**config.mk**
```make
export PLATFORM = sky130hd
export DESIGN_NAME = sync_fifo
export DESIGN_NICKNAME = d
export VERILOG_FILES = /design/src/rtl/sync_fifo_pkg.sv /design/src/rtl/sync_fifo_mem.sv /design/src/rtl/sync_fifo.sv
export SDC_FILE = /design/constraint.sdc
export NUM_CORES = 1
export LEC_CHECK = 0
export BUFFER_PORTS_ARGS = -buffer_cell sky130_fd_sc_hd__buf_2
export CORE_MARGIN = 2
export CORE_UTILIZATION = 68
export CTS_BUF_LIST = sky130_fd_sc_hd__clkbuf_8
export DETAILED_ROUTE_END_ITERATION = 8
export PLACE_DENSITY = 0.95
export RECOVER_POWER = 25
export SYNTH_ARGS = -nofsm -noshare
export SYNTH_HDL_FRONTEND = slang
export SYNTH_SLANG_ARGS = --single-unit
```
**constraint.sdc**
```tcl
create_clock -name clk -period 5 [get_ports clk]
set_clock_uncertainty 0.15 [all_clocks]
set_input_delay 0.5 -clock clk [delete_from_list [all_inputs] [get_ports clk]]
set_output_delay 0.5 -clock clk [all_outputs]
set_load 0.01 [all_outputs]
```
**src/rtl/sync_fifo_pkg.sv**
```systemverilog
// Shared width helpers, type templates and parameter legality checks for sync_fifo.
package sync_fifo_pkg;

    localparam int unsigned DEPTH_MIN     = 2;
    localparam int unsigned DEFAULT_DEPTH = 16;

    function automatic int unsigned ptr_w(input int unsigned depth);
        return (depth <= 1) ? 1 : $clog2(depth);
    endfunction

    function automatic int unsigned cnt_w(input int unsigned depth);
        return ptr_w(depth) + 1;
    endfunction

    function automatic bit is_pow2(input int unsigned v);
        return (v != 0) && ((v & (v - 1)) == 0);
    endfunction

    function automatic bit params_ok(
        input int unsigned data_w,
        input int unsigned depth,
        input int unsigned afull,
        input int unsigned aempty
    );
        return (data_w >= 1) && (depth >= DEPTH_MIN) && is_pow2(depth) &&
               (afull >= 1) && (afull <= depth) && (aempty <= depth - 1);
    endfunction

    // Templates for the default depth; instances re-derive these from their own DEPTH.
    typedef logic [ptr_w(DEFAULT_DEPTH)-1:0] ptr_t;
    typedef logic [cnt_w(DEFAULT_DEPTH)-1:0] cnt_t;

endpackage

```
**src/rtl/sync_fifo_mem.sv**
```systemverilog
// Storage array for sync_fifo: synchronous write, asynchronous read, no reset.
module sync_fifo_mem
    import sync_fifo_pkg::*;
#(
    parameter int unsigned DATA_W = 8,
    parameter int unsigned DEPTH  = 16,
    parameter int unsigned ADDR_W = ptr_w(DEPTH)
) (
    input  logic              clk,
    input  logic              we_i,
    input  logic [ADDR_W-1:0] waddr_i,
    input  logic [DATA_W-1:0] wdata_i,
    input  logic [ADDR_W-1:0] raddr_i,
    output logic [DATA_W-1:0] rdata_o
);

    logic [DATA_W-1:0] mem_q [DEPTH];

    always_ff @(posedge clk) begin
        if (we_i) begin
            mem_q[waddr_i] <= wdata_i;
        end
    end

    assign rdata_o = mem_q[raddr_i];

endmodule

```
**src/rtl/sync_fifo.sv**
```systemverilog
// Single-clock FWFT FIFO with level count, almost flags and synchronous flush.
// Optional sticky ovf_err/udf_err ports are built when SYNC_FIFO_ERR_EN is defined.
module sync_fifo
    import sync_fifo_pkg::*;
#(
    parameter int unsigned DATA_W        = 8,
    parameter int unsigned DEPTH         = 16,
    parameter int unsigned AFULL_THRESH  = 12,
    parameter int unsigned AEMPTY_THRESH = 4
) (
    input  logic                     clk,
    input  logic                     rst,
    input  logic                     flush,
    input  logic                     wr_en,
    input  logic [DATA_W-1:0]        wr_data,
    input  logic                     rd_en,
    output logic [DATA_W-1:0]        rd_data,
    output logic                     full,
    output logic                     empty,
    output logic                     almost_full,
    output logic                     almost_empty,
    output logic [cnt_w(DEPTH)-1:0]  count
`ifdef SYNC_FIFO_ERR_EN
    ,
    output logic                     ovf_err,
    output logic                     udf_err
`endif
);

    localparam int unsigned PTR_W = ptr_w(DEPTH);
    localparam int unsigned CNT_W = cnt_w(DEPTH);

    typedef logic [PTR_W-1:0] fifo_ptr_t;
    typedef logic [CNT_W-1:0] fifo_cnt_t;

    localparam fifo_cnt_t CNT_FULL   = fifo_cnt_t'(DEPTH);
    localparam fifo_cnt_t CNT_AFULL  = fifo_cnt_t'(AFULL_THRESH);
    localparam fifo_cnt_t CNT_AEMPTY = fifo_cnt_t'(AEMPTY_THRESH);

    if (!params_ok(DATA_W, DEPTH, AFULL_THRESH, AEMPTY_THRESH)) begin : g_param_chk
        $error("sync_fifo: illegal parameters DATA_W=%0d DEPTH=%0d AFULL=%0d AEMPTY=%0d",
               DATA_W, DEPTH, AFULL_THRESH, AEMPTY_THRESH);
    end

    fifo_ptr_t wr_ptr_q, wr_ptr_d;
    fifo_ptr_t rd_ptr_q, rd_ptr_d;
    fifo_cnt_t count_q, count_d;
    logic      full_q, empty_q, afull_q, aempty_q;
    logic      push_ok, pop_ok;
    logic [DATA_W-1:0] head_data;

    always_comb begin
        push_ok  = wr_en & (~full_q | rd_en);
        pop_ok   = rd_en & ~empty_q;
        wr_ptr_d = wr_ptr_q;
        rd_ptr_d = rd_ptr_q;
        count_d  = count_q;
        if (flush) begin
            wr_ptr_d = '0;
            rd_ptr_d = '0;
            count_d  = '0;
        end else begin
            if (push_ok) wr_ptr_d = wr_ptr_q + fifo_ptr_t'(1);
            if (pop_ok)  rd_ptr_d = rd_ptr_q + fifo_ptr_t'(1);
            count_d = count_q + fifo_cnt_t'(push_ok) - fifo_cnt_t'(pop_ok);
        end
    end

    // Flags are computed from the next count so they are valid in the same cycle as count.
    always_ff @(posedge clk) begin
        if (rst) begin
            wr_ptr_q <= '0;
            rd_ptr_q <= '0;
            count_q  <= '0;
            full_q   <= 1'b0;
            empty_q  <= 1'b1;
            afull_q  <= 1'b0;
            aempty_q <= 1'b1;
        end else begin
            wr_ptr_q <= wr_ptr_d;
            rd_ptr_q <= rd_ptr_d;
            count_q  <= count_d;
            full_q   <= (count_d == CNT_FULL);
            empty_q  <= (count_d == '0);
            afull_q  <= (count_d >= CNT_AFULL);
            aempty_q <= (count_d <= CNT_AEMPTY);
        end
    end

    sync_fifo_mem #(
        .DATA_W (DATA_W),
        .DEPTH  (DEPTH),
        .ADDR_W (PTR_W)
    ) u_mem (
        .clk     (clk),
        .we_i    (push_ok & ~flush & ~rst),
        .waddr_i (wr_ptr_q),
        .wdata_i (wr_data),
        .raddr_i (rd_ptr_q),
        .rdata_o (head_data)
    );

    assign rd_data      = empty_q ? '0 : head_data;
    assign full         = full_q;
    assign empty        = empty_q;
    assign almost_full  = afull_q;
    assign almost_empty = aempty_q;
    assign count        = count_q;

`ifdef SYNC_FIFO_ERR_EN
    logic ovf_q, udf_q;

    always_ff @(posedge clk) begin
        if (rst || flush) begin
            ovf_q <= 1'b0;
            udf_q <= 1'b0;
        end else begin
            if (wr_en & full_q & ~rd_en) ovf_q <= 1'b1;
            if (rd_en & empty_q)         udf_q <= 1'b1;
        end
    end

    assign ovf_err = ovf_q;
    assign udf_err = udf_q;
`endif

endmodule

```
==> results of run 1 <==
==> cell type report <==
class                           count  area [sq um]
Multi-Input combinational cell    193          1640
Timing Repair Buffer               30           145
Clock inverter                     15           210
Clock buffer                       17           234
Tap cell                          108           135
Fill cell                         460          2010
Sequential cell                   149          4270
Inverter                           11          41.3
==> metal layers <==
metal / vias up / routed length (um) / track usage
met5: - / 0 / 0
met4: 0 / 136 / 0.0854
met3: 17 / 780 / 0.0680
met1: 1653 / 4510 / 0.326
li1: 1475 / - / -
met2: 153 / 6240 / 0.437
==> cell families (layout without fill, tap and decap cells) <==
kind of cell / after synthesis / in the layout / synth area share
fa+ha+maj: 11 / 11 / 0.0240
flops: 149 / 149 / 0.704
compound gates: 37 / 37 / 0.0432
simple gates: 78 / 78 / 0.0686
xor+xnor: 10 / 10 / 0.0145
mux: 57 / 57 / 0.120
buf+inv: 26 / 73 / 0.0252
==> how the worst max path moves through the flow <==
stage,cells past startpoint,end,slack (ns),start
floorplan,10,almost_empty,2.17,rd_en
global placement,11,almost_empty,1.96,rd_en
detailed placement,11,almost_full,1.82,rd_en
CTS,6,rd_data[0],1.48,flop
global route,6,rd_data[1],1.28,flop
finish,6,rd_data[0],1.50,flop
==> cells in the final DEF (no fill, tap or decap), types with 7 or more instances in the layout <==
cell type                  count
sky130_fd_sc_hd__edfxtp_1    128
sky130_fd_sc_hd__mux2i_1      46
sky130_fd_sc_hd__buf_2        23
sky130_fd_sc_hd__and2_1       20
sky130_fd_sc_hd__dfxtp_1      20
sky130_fd_sc_hd__a22oi_1      17
sky130_fd_sc_hd__clkbuf_8     17
sky130_fd_sc_hd__nor2_1       14
sky130_fd_sc_hd__inv_1        12
sky130_fd_sc_hd__nand2_1      12
sky130_fd_sc_hd__nand3_1      10
sky130_fd_sc_hd__ha_1         10
sky130_fd_sc_hd__nand2b_1      8
sky130_fd_sc_hd__o21ai_0       7
==> state kept, by name, indices dropped and copies added, names as in the netlist, named ones only <==
signal        cells
full              1
almost_empty      1
wr_ptr_q          4
rd_ptr_q          4
empty             1
count             5
u_mem.mem_q     128
almost_full       1
==> through the flow <==
step / total power (uW) / hold WS, ns / util
floorplan: 1570 / 0.327 / -
global placement: 1630 / 0.359 / 0.718
detailed placement: 1640 / 0.373 / 0.718
CTS: 2650 / 0.0916 / 0.769
global route: 2720 / 0.0944 / 0.768
finish: 2640 / 0.109 / 0.768
==> power breakdown <==
group / internal (uW) / switching (uW) / total (uW)
clock network: 590 / 434 / 1020
registers: 1370 / 23.0 / 1390
logic: 97.7 / 132 / 229
total: 2050 / 588 / 2640
==> results.toml, run 1 <==
[setup_path]
r2r-end = "almost_full"
worst_path_max_delay_cell = "sky130_fd_sc_hd__dfxtp_2"
worstRegToRegCells = 10
critical_path.top_delay_family = "flip-flops"
biggest_fanout_along_the_worst_timing_path = 36
setup.worst_path.class = "flop to output pin"
setup.worst_path.start_class = "flop"
biggest_cell_delay_along_the_critical_path_ns = 1.07
cp_endpoint_kind = "output pin"
worst_path_buf_inv = 2
worstPathArrival_ns = 2.85
ff2ff_setup_slack_ns = 2.10
regToRegStartpoint = "full"
crit_required_ns = 4.35
timing.critical_path.cells = "buf_4 -> mux2i_1 -> a22oi_1 -> nand2_1 -> o21ai_0 -> buf_2"

[timing]
setup_viol = 0
achievable-frequency_ghz = 0.286
min_period_over_period = 0.700
setup_tns_ns = 0
grt_setup_unrepaired = "no"
worst_slack_ns = 1.50
final_critical_path_time_including_i_o_delays_and_setup_ns = 3.50
slew_headroom = 0.257
tightestPinTransition_ns = 1.11
timing.final.hold_violations = 0
report.final.slew_viol_count = 0

[yosys]
sequential_area_share_after_synthesis = 0.704
async_flop_share = 0
synthFlopType = "sky130_fd_sc_hd__edfxtp_1"
mean_instance_size_in_the_synthesized_netlist_sq_um = 16.4
post-synth-top-area-fraction = 0.635
synth_most_common_cell = "sky130_fd_sc_hd__edfxtp_1"
gate_count_after_technology_mapping = 368
synth_largest_area_cell = "sky130_fd_sc_hd__edfxtp_1"
number_of_enable_type_register_cells_in_the_synthesized_netlist = 128
synthesis.area_sq_um = 6050
synthesis.nets = 392
yosysWarningCount = 0
synthTopCellsByArea = "sky130_fd_sc_hd__edfxtp_1 63%, sky130_fd_sc_hd__mux2i_1 7.6%, sky130_fd_sc_hd__dfxtp_1 6.9%, sky130_fd_sc_hd__mux4_2 2.2%, sky130_fd_sc_hd__mux4_1 2.2%"
post_synth_most_frequent_cells = "128 x sky130_fd_sc_hd__edfxtp_1, 46 x sky130_fd_sc_hd__mux2i_1, 21 x sky130_fd_sc_hd__dfxtp_1"
ys_seq_elements = 149
ys_types = 37

[place]
detailed_place_hpwl_um = 7620
gp_congestion = 0.815
placedInstanceArea_sq_um = 6230
place_inst = 491
post-place-ws_ns = 1.82
buffer_ports.inserted = 29

[route]
vias_per_cell = 6.31
wire_per_inst_um = 22.3
drt_pre_antenna_iters = 5
drc_errors = 0
vias = 3298
routed_wirelength_um = 11700
ant_nets = 0
first_iter_violations = 285

[power]
ir_worst_vdd_mv = 0.267
power-per-cell-area_nw_per_um2 = 396
cellLeakagePower_uw = 0.00221

[clock_network]
clock_sinks = 149
tritoncts = "built"
cts.repair.resized = 0
clockRootBuffer = "sky130_fd_sc_hd__clkbuf_8"
clk-insertion-delay-late_ns = 0.44
path_clk_slew_ns = 0.08
htree_num_levels = 4
postCtsSetupRepairBufs = 0
tritoncts.num_buffers = 17
cts_hold_fix_bufs = 0
cts_max_path_buffers = 2

[global_route]
grt_pass1_wl_um = 18000
grt_start_max_net_pins = 37
grt_remaining_overflow = 0
gr-usage-all-layers = 0.257
antenna_found_initial = 0
vias_in_the_first_global_route = 3333

[flow_run]
max_cap_violations = 0

[status]
outcome = "completed"

[hold_path]
holdCritStartpoint = "flush"
worstHoldPathCells = 2
hp-class = "primary input to flop"
whs_endpoint = "full"

[finish]
final_nets = 426
layout.cell_area.non_filler_sq_um = 6670
num_antenna_cells = 0
area_growth_syn_to_fin_pct = 10.1
final_cell_count_no_fill = 523
drive_gt1_frac = 0.149

[floorplanning]
io_pins = 30
placement_rows = 34
initial_core_util = 0.698
die_w_um = 98.4
die-height_um = 98.4
die-area_sq_um = 9670
core_area_sq_um = 8680
No activity file was read; power rests on OpenSTA's default activity.
==> inputs of run 2 (changes only) <==
--- a/config.mk
+++ b/config.mk
@@ -7,10 +7,10 @@
 export LEC_CHECK = 0
 export BUFFER_PORTS_ARGS = -buffer_cell sky130_fd_sc_hd__buf_2
 export CORE_MARGIN = 2
-export CORE_UTILIZATION = 68
+export CORE_UTILIZATION = 57
 export CTS_BUF_LIST = sky130_fd_sc_hd__clkbuf_8
 export DETAILED_ROUTE_END_ITERATION = 8
-export PLACE_DENSITY = 0.95
+export PLACE_DENSITY = 0.88
 export RECOVER_POWER = 25
 export SYNTH_ARGS = -nofsm -noshare
 export SYNTH_HDL_FRONTEND = slang
==> constraint.sdc (replaced) <==
create_clock -name clk -period 3 [get_ports clk]
set_clock_uncertainty 0.15 [all_clocks]
set_input_delay 0.3 -clock clk [delete_from_list [all_inputs] [get_ports clk]]
set_output_delay 0.3 -clock clk [all_outputs]
set_load 0.01 [all_outputs]
==> results.toml, run 2 (same netlist as run 1, synthesis figures left out) <==
[status]
outcome = "completed"

[route]
drc_errors = 0
vias = 3339
wire_per_inst_um = 20.6
first_iter_violations = 297
vias_per_cell = 5.97
routed_wirelength_um = 11500
ant_nets = 0
drt_pre_antenna_iters = 5

[setup_path]
regToRegStartpoint = "full"
ff2ff_setup_slack_ns = 0.28
timing.critical_path.cells = "and2b_1 -> a22o_1 -> o31ai_1 -> buf_2"
biggest_cell_delay_along_the_critical_path_ns = 0.74
r2r-end = "almost_empty"
biggest_fanout_along_the_worst_timing_path = 14
worst_path_max_delay_cell = "sky130_fd_sc_hd__dfxtp_1"
crit_required_ns = 2.55
worstRegToRegCells = 10
setup.worst_path.start_class = "flop"
cp_endpoint_kind = "output pin"
setup.worst_path.class = "flop to output pin"
worstPathArrival_ns = 2.40
timing.critical_path.to = "rd_data[5]"

[finish]
most_common_cell_after_layout_fill_and_taps_aside = "sky130_fd_sc_hd__edfxtp_1"
final_nets = 434
commonest_cells_after_routing_fill_and_taps_aside = "128 x sky130_fd_sc_hd__edfxtp_1, 46 x sky130_fd_sc_hd__mux2i_1, 24 x sky130_fd_sc_hd__buf_2"
drive_gt1_frac = 0.173
layout.area.seq_sq_um = 4270
area_growth_syn_to_fin_pct = 10.9
multiInputGateArea_sq_um = 1640
max_reg_flops = 128
fill_cells = 684
final_cell_count_no_fill = 559
largest-register = "u_mem.mem_q"
num_antenna_cells = 0
layout.cell_area.non_filler_sq_um = 6720
final_util = 0.650

[global_route]
gr-usage-all-layers = 0.211
grt_pass1_wl_um = 17800
vias_in_the_first_global_route = 3424
grt_start_max_net_pins = 32
grt_remaining_overflow = 0
antenna_found_initial = 0

[hold_path]
hp-class = "primary input to flop"

[clock_network]
htree_num_levels = 4
path_clk_slew_ns = 0.09
tritoncts.num_buffers = 17
clk-insertion-delay-late_ns = 0.43
postCtsSetupRepairBufs = 0
clockRootBuffer = "sky130_fd_sc_hd__clkbuf_8"
cts_max_path_buffers = 2
clock_sinks = 149
tritoncts = "built"

[flow_run]
max_cap_violations = 0

[place]
buffer_ports.inserted = 29
post-place-ws_ns = 0.152
placedInstanceArea_sq_um = 6320
detailed_place_hpwl_um = 7580
place_inst = 524
gp_congestion = 0.755

[timing]
final_critical_path_time_including_i_o_delays_and_setup_ns = 2.85
timing.final.hold_violations = 0
achievable-frequency_ghz = 0.351
tightestPinTransition_ns = 0.709
setup_viol = 0
setup_tns_ns = 0
report.final.slew_viol_count = 0
worst_slack_ns = 0.148
min_period_over_period = 0.951
slew_headroom = 0.527
grt_setup_unrepaired = "no"

[floorplanning]
io_pins = 30
die-height_um = 107
die_w_um = 107
die-area_sq_um = 11500
core_area_sq_um = 10300
placement_rows = 37
initial_core_util = 0.586

[power]
ir_worst_vdd_mv = 0.402
cellLeakagePower_uw = 0.00222
power-per-cell-area_nw_per_um2 = 617
run 2: cell types whose count changed in the layout (fill, tap and decap cells not counted), moves of 2 or more:
cell,previous run,this run
sky130_fd_sc_hd__inv_6,2,7
sky130_fd_sc_hd__dlygate4sd3_1,0,3
sky130_fd_sc_hd__buf_4,1,5
sky130_fd_sc_hd__clkinv_4,1,4
sky130_fd_sc_hd__clkinv_1,2,0
sky130_fd_sc_hd__clkinv_2,3,1
sky130_fd_sc_hd__bufinv_16,5,0
run 2: worst max-delay path: cells and delay by family (launching register included):
family,cells,cell delay (ns)
DFF,1,0.74
and+or+nand+nor,1,0.48
buffers and inverters,1,0.19
AOI/OAI and AO/OA,2,0.56
run 2: worst min-delay path by stage:
stage | cells after the start | startpoint | endpoint | slack (ns)
final | 1 | wr_data[3] | u_mem.mem_q[1][3] | 0.11
after global routing | 1 | wr_data[1] | u_mem.mem_q[15][1] | 0.10
after CTS | 1 | wr_data[2] | u_mem.mem_q[6][2] | 0.08
after detailed placement | 2 | flush | full | 0.35
after global placement | 2 | flush | full | 0.34
after floorplan | 1 | flush | full | 0.23
run 2: power breakdown:
part	leakage, uW	internal (uW)	total, uW	switching [uW]
combinational	0.000710	173	404	231
sequential	0.00132	2280	2300	27.5
clock	0.000187	605	1430	826
total	0.00222	3060	4140	1080
run 2: layer usage:
layer,track usage,up-vias,part of all wire
met1,0.263,1700,0.40
met2,0.366,132,0.53
met5,0,-,0
met3,0.0462,13,0.060
met4,0.0742,0,0.013
li1,-,1494,-
run 2: per-stage QoR:
stage | hold WS, ns | power, uW
final | 0.108 | 4140
after global routing | 0.104 | 4270
after CTS | 0.0768 | 4150
after detailed placement | 0.352 | 2750
after global placement | 0.345 | 2730
after floorplan | 0.227 | 2610
run 2: timing repair:
| action | CTS | global route |
|---|---|---|
| hold endpoints to repair | 2 | 0 |
| setup endpoints to repair | 3 | 3 |
| gates resized for setup | 1 | 1 |
| hold buffers | 3 | 0 |
run 2: layout make-up:
cell class                      count  area share
Sequential cell                   149       0.635
Multi-Input combinational cell    193       0.244
Clock buffer                       17      0.0348
Timing Repair Buffer               38      0.0337
Tap cell                          136      0.0253
Clock inverter                     15      0.0203
Inverter                           11     0.00615
